$ cat config.mk
export PLATFORM = sky130hd
export DESIGN_NAME = mod_counter_updn
export DESIGN_NICKNAME = d
export VERILOG_FILES = /design/src/rtl/mod_counter_updn.sv
export SDC_FILE = /design/constraint.sdc
export NUM_CORES = 1
export LEC_CHECK = 0
export CORE_AREA = 5 5 42 44
export DETAILED_ROUTE_END_ITERATION = 12
export DIE_AREA = 0 0 47 49
export DONT_BUFFER_PORTS = 1
export MAX_ROUTING_LAYER = met4
export PLACE_DENSITY = 0.45
export SETUP_SLACK_MARGIN = 0.05
export SLEW_MARGIN = 20
export SYNTH_ARGS = -nofsm -noshare
export SYNTH_HDL_FRONTEND = slang
export SYNTH_SLANG_ARGS = --single-unit
$ cat constraint.sdc
create_clock -name clock -period 2.03 [get_ports clock]
set_clock_uncertainty 0.1 [all_clocks]
set_input_delay 0.406 -clock clock [delete_from_list [all_inputs] [get_ports clock]]
set_output_delay 0.406 -clock clock [all_outputs]
set_load 0.02 [all_outputs]
$ cat src/rtl/mod_counter_updn.sv
`default_nettype none
// ============================================================================
// Module   : mod_counter_updn
// Purpose  : Loadable modulo-N up/down counter with a combinational terminal
//            count for cascading, a registered wrap pulse and a registered
//            load-clamp error pulse. The terminal value either wraps or
//            saturates, selected at elaboration.
// Revision : 1.0 - initial release
// ============================================================================
module mod_counter_updn #(
  parameter int WIDTH    = 4,
  parameter int MODULUS  = 13,
  parameter int SATURATE = 0
) (
  input  logic             clock,
  input  logic             reset,
  input  logic             load,
  input  logic [WIDTH-1:0] in,
  input  logic             enable,
  input  logic             up,
  output logic [WIDTH-1:0] num,
  output logic             tc,
  output logic             wrap,
  output logic             load_err
);

  // --------------------------------------------------------------------------
  // Elaboration-time parameter guard: an illegal modulus stops the build
  // rather than producing a counter that can reach unreachable codes.
  // --------------------------------------------------------------------------
  if ((WIDTH < 1) || (WIDTH > 31)) begin : g_bad_width
    $error("mod_counter_updn: WIDTH must be in 1..31");
  end

  if ((MODULUS < 2) || (MODULUS > (1 << WIDTH))) begin : g_bad_modulus
    $error("mod_counter_updn: MODULUS must be in 2..2**WIDTH");
  end

  // Highest legal count value; fits in WIDTH bits even when MODULUS == 2**WIDTH.
  localparam logic [WIDTH-1:0] c_max  = WIDTH'(MODULUS - 1);
  localparam logic [WIDTH-1:0] c_zero = '0;
  localparam logic [WIDTH-1:0] c_one  = WIDTH'(1);
  localparam bit               c_sat  = (SATURATE != 0);

  // --------------------------------------------------------------------------
  // State
  // --------------------------------------------------------------------------
  logic [WIDTH-1:0] r_num;
  logic             r_wrap;
  logic             r_load_err;

  // Next-state values
  logic [WIDTH-1:0] w_num_next;
  logic             w_wrap_next;
  logic             w_load_err_next;

  // Decoded conditions
  logic             w_at_max;
  logic             w_at_zero;
  logic             w_at_terminal;
  logic             w_in_over;

  assign w_at_max      = (r_num == c_max);
  assign w_at_zero     = (r_num == c_zero);
  // The terminal value depends on direction: top of range going up,
  // bottom of range going down.
  assign w_at_terminal = up ? w_at_max : w_at_zero;
  // A load value above the top of range is clamped rather than accepted,
  // so the register never holds a code >= MODULUS.
  assign w_in_over     = (in > c_max);

  // Next count and pulse sources; priority is load over enable over hold.
  always_comb begin
    w_num_next      = r_num;
    w_wrap_next     = 1'b0;
    w_load_err_next = 1'b0;

    if (load) begin
      // A load always wins, so a coincident terminal count never wraps.
      if (w_in_over) begin
        w_num_next      = c_max;
        w_load_err_next = 1'b1;
      end else begin
        w_num_next      = in;
      end
    end else if (enable) begin
      if (w_at_terminal) begin
        if (!c_sat) begin
          // Wrap to the opposite end of the range and flag it next cycle.
          w_num_next  = up ? c_zero : c_max;
          w_wrap_next = 1'b1;
        end
        // Saturating mode: hold at the terminal value, no wrap pulse.
      end else if (up) begin
        w_num_next = r_num + c_one;
      end else begin
        w_num_next = r_num - c_one;
      end
    end
  end

  // Count register and event pulses, cleared immediately by reset.
  always_ff @(posedge clock or posedge reset) begin
    if (reset) begin
      r_num      <= c_zero;
      r_wrap     <= 1'b0;
      r_load_err <= 1'b0;
    end else begin
      r_num      <= w_num_next;
      r_wrap     <= w_wrap_next;
      r_load_err <= w_load_err_next;
    end
  end

  // --------------------------------------------------------------------------
  // Outputs. tc is combinational so a downstream stage sees it before the
  // same edge that advances this stage, giving a ripple-free cascade.
  // --------------------------------------------------------------------------
  assign num      = r_num;
  assign tc       = enable & w_at_terminal;
  assign wrap     = r_wrap;
  assign load_err = r_load_err;

endmodule
`default_nettype wire

=== Yosys cells after proc, flatten, opt, wreduce, memory -nomap -nowiden ===
Cells that the tools add are included.

* Add/subtract/negate cells: 2
* Order comparisons: 1
* Equal/unequal tests: 1
* Muxes and demuxes: 12
* Bitwise gates (word level): 1
* Reductions and logical operators: 2

{| class="wikitable"
|+ Operator list
! operator !! number
|-
| $mux W4 || 6
|-
| $mux W1 || 6
|-
| $add A4 B1 Y4 const B || 1
|-
| $eq A4 B4 Y1 const B || 1
|-
| $gt A4 B4 Y1 const B || 1
|-
| $logic_not A4 Y1 || 1
|-
| $sub A4 B1 Y4 const B || 1
|-
| $reduce_bool A2 Y1 || 1
|-
| $and A1 B1 Y1 || 1
|}

* Bits in registers: 6
* Input bits: 9
* Output and inout bits: 7
* Logic and storage cells: 22

=== Longest topological paths before layout ===
* Depth after elaboration: 5
* Gate-level depth with buffers: 6
* Gate-level depth less buffers: 6

=== Least setup slack after synthesis ===
Ideal clock, no wire load.

* Path kind: reg2reg
* From: register r_num[2] (netlist: num[2])
* To: register r_num[3] (netlist: num[3])
* Library setup time: 0.095 ns
* Arrival time: 1.497 ns
* Data required time: 1.835 ns
* Setup slack: 0.337 ns
* Cell stages (with the launch flop): 6
* Path buffers: 0
* Clock period less this slack: 1.693 ns
* Cell sequence: dfrtp_1 -> ha_1 -> a21oi_1 -> a21oi_1 -> o31a_1 -> o31ai_1

* Cells in the longest elaborated chain, start to end: 5
* Elaborated cells between the ends (all ways): 9
* Classes of those cells: add/sub (2); eq/ne (1); mux (5); reduce/logical (1)

{| class="wikitable"
|+ RTL lines
! item !! line !! source
|-
| start: declaration || 48 || <nowiki>logic [WIDTH-1:0] r_num;</nowiki>
|-
| start signal: assignment || 105 || <nowiki>r_num <= c_zero;</nowiki>
|-
| start signal: assignment || 109 || <nowiki>r_num <= w_num_next;</nowiki>
|-
| $sub A4 B1 Y4 (tied with other cells) || 97 || <nowiki>w_num_next = r_num - c_one;</nowiki>
|-
| $mux W4 or $mux W1 (tied branches) || 94, 67 ||
|-
| $mux W4 * || 87 || <nowiki>if (w_at_terminal) begin</nowiki>
|-
| $mux W4 * || 86 || <nowiki>end else if (enable) begin</nowiki>
|-
| $mux W4 * || 78 || <nowiki>if (load) begin</nowiki>
|}

Every way passes the cells marked *; elsewhere a longest branch is shown, timed or not. The select of a mux whose other input is x is not followed.
A chain may end at the register's enable or synchronous reset.

=== Worst setup path after layout ===
* From: register r_num[2] (netlist: num[2])
* To: output tc

* Cells in the longest elaborated chain, start to end: 3
* Elaborated cells between the ends (all ways): 4
* Classes of those cells: eq/ne (1); mux (1); bitwise (1); reduce/logical (1)

{| class="wikitable"
|+ RTL lines
! item !! line !! source
|-
| $eq A4 B4 Y1 or $logic_not A4 Y1 (tied branches) || 63, 64 ||
|-
| $mux W1 * || 67 || <nowiki>assign w_at_terminal = up ? w_at_max : w_at_zero;</nowiki>
|-
| $and A1 B1 Y1 * || 120 || <nowiki>assign tc = enable & w_at_terminal;</nowiki>
|-
| end: declaration || 22 || <nowiki>output logic tc,</nowiki>
|}

Every way passes the cells marked *; elsewhere a longest branch is shown, timed or not.

==> flow_summary.html <==
<table>
<tr><th>Metric</th><th>Value</th></tr>
<tr><th colspan="2">Logic synthesis</th></tr>
<tr><td>Yosys reg bits</td><td>6</td></tr>
<tr><td>Syn Nets</td><td>62</td></tr>
<tr><td>Synth warnings</td><td>0</td></tr>
<tr><td>Average cell area after synthesis</td><td>8.358 um2</td></tr>
<tr><td>Netlist cell types</td><td>23</td></tr>
<tr><td>Cells after Synth</td><td>50</td></tr>
<tr><td>Fraction of the yosys area taken by sequential cells</td><td>35.93%</td></tr>
<tr><td>Mapped Area</td><td>417.9 um2</td></tr>
<tr><th colspan="2">Critical path</th></tr>
<tr><td>Critical Path Start Type</td><td>register</td></tr>
<tr><td>Sort of element at the end of the critical path</td><td>output port</td></tr>
<tr><td>Required time worst endpoint</td><td>1.52 ns</td></tr>
<tr><td>Worst EP arrival</td><td>1.34 ns</td></tr>
<tr><td>Critical Path Fanout Max</td><td>5</td></tr>
<tr><td>Class of the most critical setup path</td><td>register to output port</td></tr>
<tr><th colspan="2">Floorplanning</th></tr>
<tr><td>Initial standard-cell utilization of the core</td><td>29.82%</td></tr>
<tr><td>Core footprint</td><td>1401 um2</td></tr>
<tr><td>Vertical extent of the die</td><td>49 um</td></tr>
<tr><td>I/O pin cnt</td><td>16</td></tr>
<tr><td>Std-Cell Rows</td><td>14</td></tr>
<tr><td>Horizontal extent of the die</td><td>47 um</td></tr>
<tr><td>Die Area</td><td>2303 um2</td></tr>
<tr><th colspan="2">Cells and area</th></tr>
<tr><td>Most common library cell in the layout ignoring fill and taps</td><td>sky130_fd_sc_hd__nor2_1</td></tr>
<tr><td>Number of antenna cells inserted</td><td>0</td></tr>
<tr><td>Growth of design area from synthesis to finish</td><td>18.26%</td></tr>
<tr><td>Commonest cells after routing, fill and taps aside</td><td>sky130_fd_sc_hd__nor2_1, sky130_fd_sc_hd__inv_1, sky130_fd_sc_hd__a21oi_1, sky130_fd_sc_hd__dfrtp_1</td></tr>
<tr><td>Number of nets in the finished design</td><td>70</td></tr>
<tr><td>Proportion of layout cells with a drive suffix above 1</td><td>16.07%</td></tr>
<tr><th colspan="2">Clocking</th></tr>
<tr><td>TritonCTS clock tree</td><td>built</td></tr>
<tr><td>Clk Tree Root Cell</td><td>sky130_fd_sc_hd__clkbuf_4</td></tr>
<tr><td>Clock slew at reported path FFs</td><td>0.05 ns</td></tr>
<tr><td>Htree depth</td><td>1</td></tr>
<tr><td>Clock tree sinks</td><td>6</td></tr>
<tr><td>Maximum root-to-sink buffer count</td><td>2</td></tr>
<tr><td>Num CTS Buffers</td><td>3</td></tr>
<tr><td>Total setup buffers inserted after CTS</td><td>0</td></tr>
<tr><td>Source-to-sink clock delay at the later pin of the worst-skew pair</td><td>0.25 ns</td></tr>
<tr><th colspan="2">Detailed routing</th></tr>
<tr><td>Detailed-route via count</td><td>368</td></tr>
<tr><td>Avg WL per Cell</td><td>13.65 um</td></tr>
<tr><td>First-pass iteration count of the detailed router</td><td>2</td></tr>
<tr><td>ANT nets after route</td><td>0</td></tr>
<tr><td>Via density per instance</td><td>5.111</td></tr>
<tr><td>Total wire length after detailed routing</td><td>983 um</td></tr>
<tr><td>Detailed-route DRC error count</td><td>0</td></tr>
<tr><td>Violation count after the first detailed-route iteration</td><td>11</td></tr>
<tr><th colspan="2">STA</th></tr>
<tr><td>Period minus WS final</td><td>1.850 ns</td></tr>
<tr><td>Least-Margin Pin Slew</td><td>0.3235 ns</td></tr>
<tr><td>Highest attainable clock frequency</td><td>540.5 MHz</td></tr>
<tr><td>Final-report setup violation count</td><td>0</td></tr>
<tr><td>Sum Neg Setup Slack</td><td>0 ns</td></tr>
<tr><td>Period utilisation layout</td><td>91.14%</td></tr>
<tr><td>Hold violation total from the final report</td><td>0</td></tr>
<tr><td>Worst-case headroom to the max-slew limit</td><td>78.43%</td></tr>
<tr><td>Pins Over Slew Limit</td><td>0</td></tr>
<tr><td>Setup repair after global routing missed its margin</td><td>false</td></tr>
<tr><th colspan="2">Pwr</th></tr>
<tr><td>Total power after layout</td><td>377.4 uW</td></tr>
<tr><td>IR drop worst, VDD</td><td>0.2061 mV</td></tr>
<tr><td>Power density of the placed cells</td><td>763.5 nW/um2</td></tr>
<tr><td>Static leakage power</td><td>0.2308 nW</td></tr>
<tr><th colspan="2">Global route</th></tr>
<tr><td>Wire length of the first global-routing pass</td><td>1690 um</td></tr>
<tr><td>Overall track demand over capacity in global routing</td><td>10.61%</td></tr>
<tr><td>Maximum number of pins on one net before global-route repair</td><td>11</td></tr>
<tr><td>Overflow left after global routing</td><td>0</td></tr>
<tr><td>Number of global-route vias before repair</td><td>404</td></tr>
<tr><td>Antenna violations before repair</td><td>0</td></tr>
<tr><th colspan="2">Job</th></tr>
<tr><td>Total of max-cap violations</td><td>0</td></tr>
<tr><th colspan="2">Place</th></tr>
<tr><td>Hpwl dp</td><td>802.9 um</td></tr>
<tr><td>Quantity of I/O buffers inserted on ports</td><td>0</td></tr>
<tr><td>Final RePlAce weighted congestion</td><td>0.7683</td></tr>
<tr><th colspan="2">Outcome</th></tr>
<tr><td>Outcome</td><td>completed</td></tr>
<tr><th colspan="2">Min path</th></tr>
<tr><td>Path class of the lowest-slack min-delay path</td><td>input pin to register</td></tr>
</table>
-- path summary, 6_finish.rpt --
check                           cells past startpoint   start  endpoint  slack, ns
worst min-delay path                                1    load    num[1]       0.15
worst max register to register                      5  num[2]    num[3]       0.20
worst min register to register                      3  num[0]    num[0]       0.61
max in group asynchronous                           2   reset    num[0]       1.22
worst max-delay path                                4  num[2]        tc       0.18
min in group asynchronous                           2   reset    num[3]       0.41
-- power breakdown --
group	internal (mW)	switching, mW	total, mW
Clock	0.0671	0.0457	0.113
Sequential	0.132	0.0294	0.161
Combinational	0.0503	0.0529	0.103
Total	0.249	0.128	0.377
-- flip-flops by register name, summed over array words and instances, names as in the netlist --
name,flops
num,4
load_err,1
wrap,1
-- metrics by stage --
stage	cells	setup slack, ns	area, um2	hold WS (ns)	utilization [%]
after floorplan	50	0.3371	417.9	0.09696	-
after global placement	68	0.2754	456.7	0.1323	32.59
after detailed placement	68	0.2128	456.7	0.1373	32.59
after CTS	72	0.08673	489.2	0.1387	34.91
after global routing	72	0.05905	494.2	0.1422	35.27
final	72	0.1799	494.2	0.1454	35.27
-- per-layer routing --
| metal | track usage [%] | part of all wire (%) |
|---|---|---|
| met5 | - | 0 |
| met2 | 11.54 | 39 |
| met1 | 15.25 | 47 |
| met3 | 3.321 | 11 |
| met4 | 8.295 | 2.7 |
-- final cells by class --
class | count | area (um2)
fill | 152 | 907.1
multi-input combinational | 37 | 246.5
sequential | 6 | 150.1
timing repair buffer | 4 | 32.53
clock buffer | 3 | 22.52
inverter | 6 | 22.52
tap | 16 | 20.02
-- cell families (layout without fill, tap and decap cells) --
logic type      count (synthesis)  count (layout)  share of synthesized area, %
simple gates                   18              18                         21.86
compound gates                 14              14                         20.66
buf+inv                         7              13                         6.286
flops                           6               6                         35.93
fa+ha+maj                       3               3                         10.78
xor+xnor                        1               1                         2.096
mux                             1               1                         2.395
-- synthesized netlist by cell type --
cell / number / area (um2)
sky130_fd_sc_hd__a21oi_1: 6 / 30.03
sky130_fd_sc_hd__a221oi_1: 1 / 8.760
sky130_fd_sc_hd__and3_1: 1 / 6.260
sky130_fd_sc_hd__and3_4: 1 / 11.26
sky130_fd_sc_hd__clkbuf_1: 1 / 3.750
sky130_fd_sc_hd__dfrtp_1: 6 / 150.1
sky130_fd_sc_hd__fa_1: 1 / 20.02
sky130_fd_sc_hd__ha_1: 2 / 25.02
sky130_fd_sc_hd__inv_1: 6 / 22.52
sky130_fd_sc_hd__mux2i_1: 1 / 10.01
sky130_fd_sc_hd__nand2_1: 2 / 7.510
sky130_fd_sc_hd__nand2b_1: 1 / 6.260
sky130_fd_sc_hd__nand3_1: 2 / 10.01
sky130_fd_sc_hd__nor2_1: 7 / 26.28
sky130_fd_sc_hd__nor3_1: 2 / 10.01
sky130_fd_sc_hd__nor3b_1: 1 / 7.510
sky130_fd_sc_hd__nor4_1: 1 / 6.260
sky130_fd_sc_hd__o21a_1: 1 / 7.510
sky130_fd_sc_hd__o21ai_0: 3 / 15.01
sky130_fd_sc_hd__o21ai_2: 1 / 8.760
sky130_fd_sc_hd__o31a_1: 1 / 8.760
sky130_fd_sc_hd__o31ai_1: 1 / 7.510
sky130_fd_sc_hd__xnor2_1: 1 / 8.760
-- what timing repair did --
item / 4_1_cts / 5_1_grt
endpoints found under the hold margin: 6 / 0
hold buffers: 1 / 0
gates resized for setup: 0 / 1
setup endpoints to repair: 0 / 1
-- critical path, cell delays in order (launching register included) --
cell,delay (ns)
sky130_fd_sc_hd__dfrtp_1,0.53
sky130_fd_sc_hd__and3_4,0.26
sky130_fd_sc_hd__o21ai_2,0.07
sky130_fd_sc_hd__nor2_1,0.10
sky130_fd_sc_hd__buf_4,0.15
No activity file was read; power rests on OpenSTA's default activity.
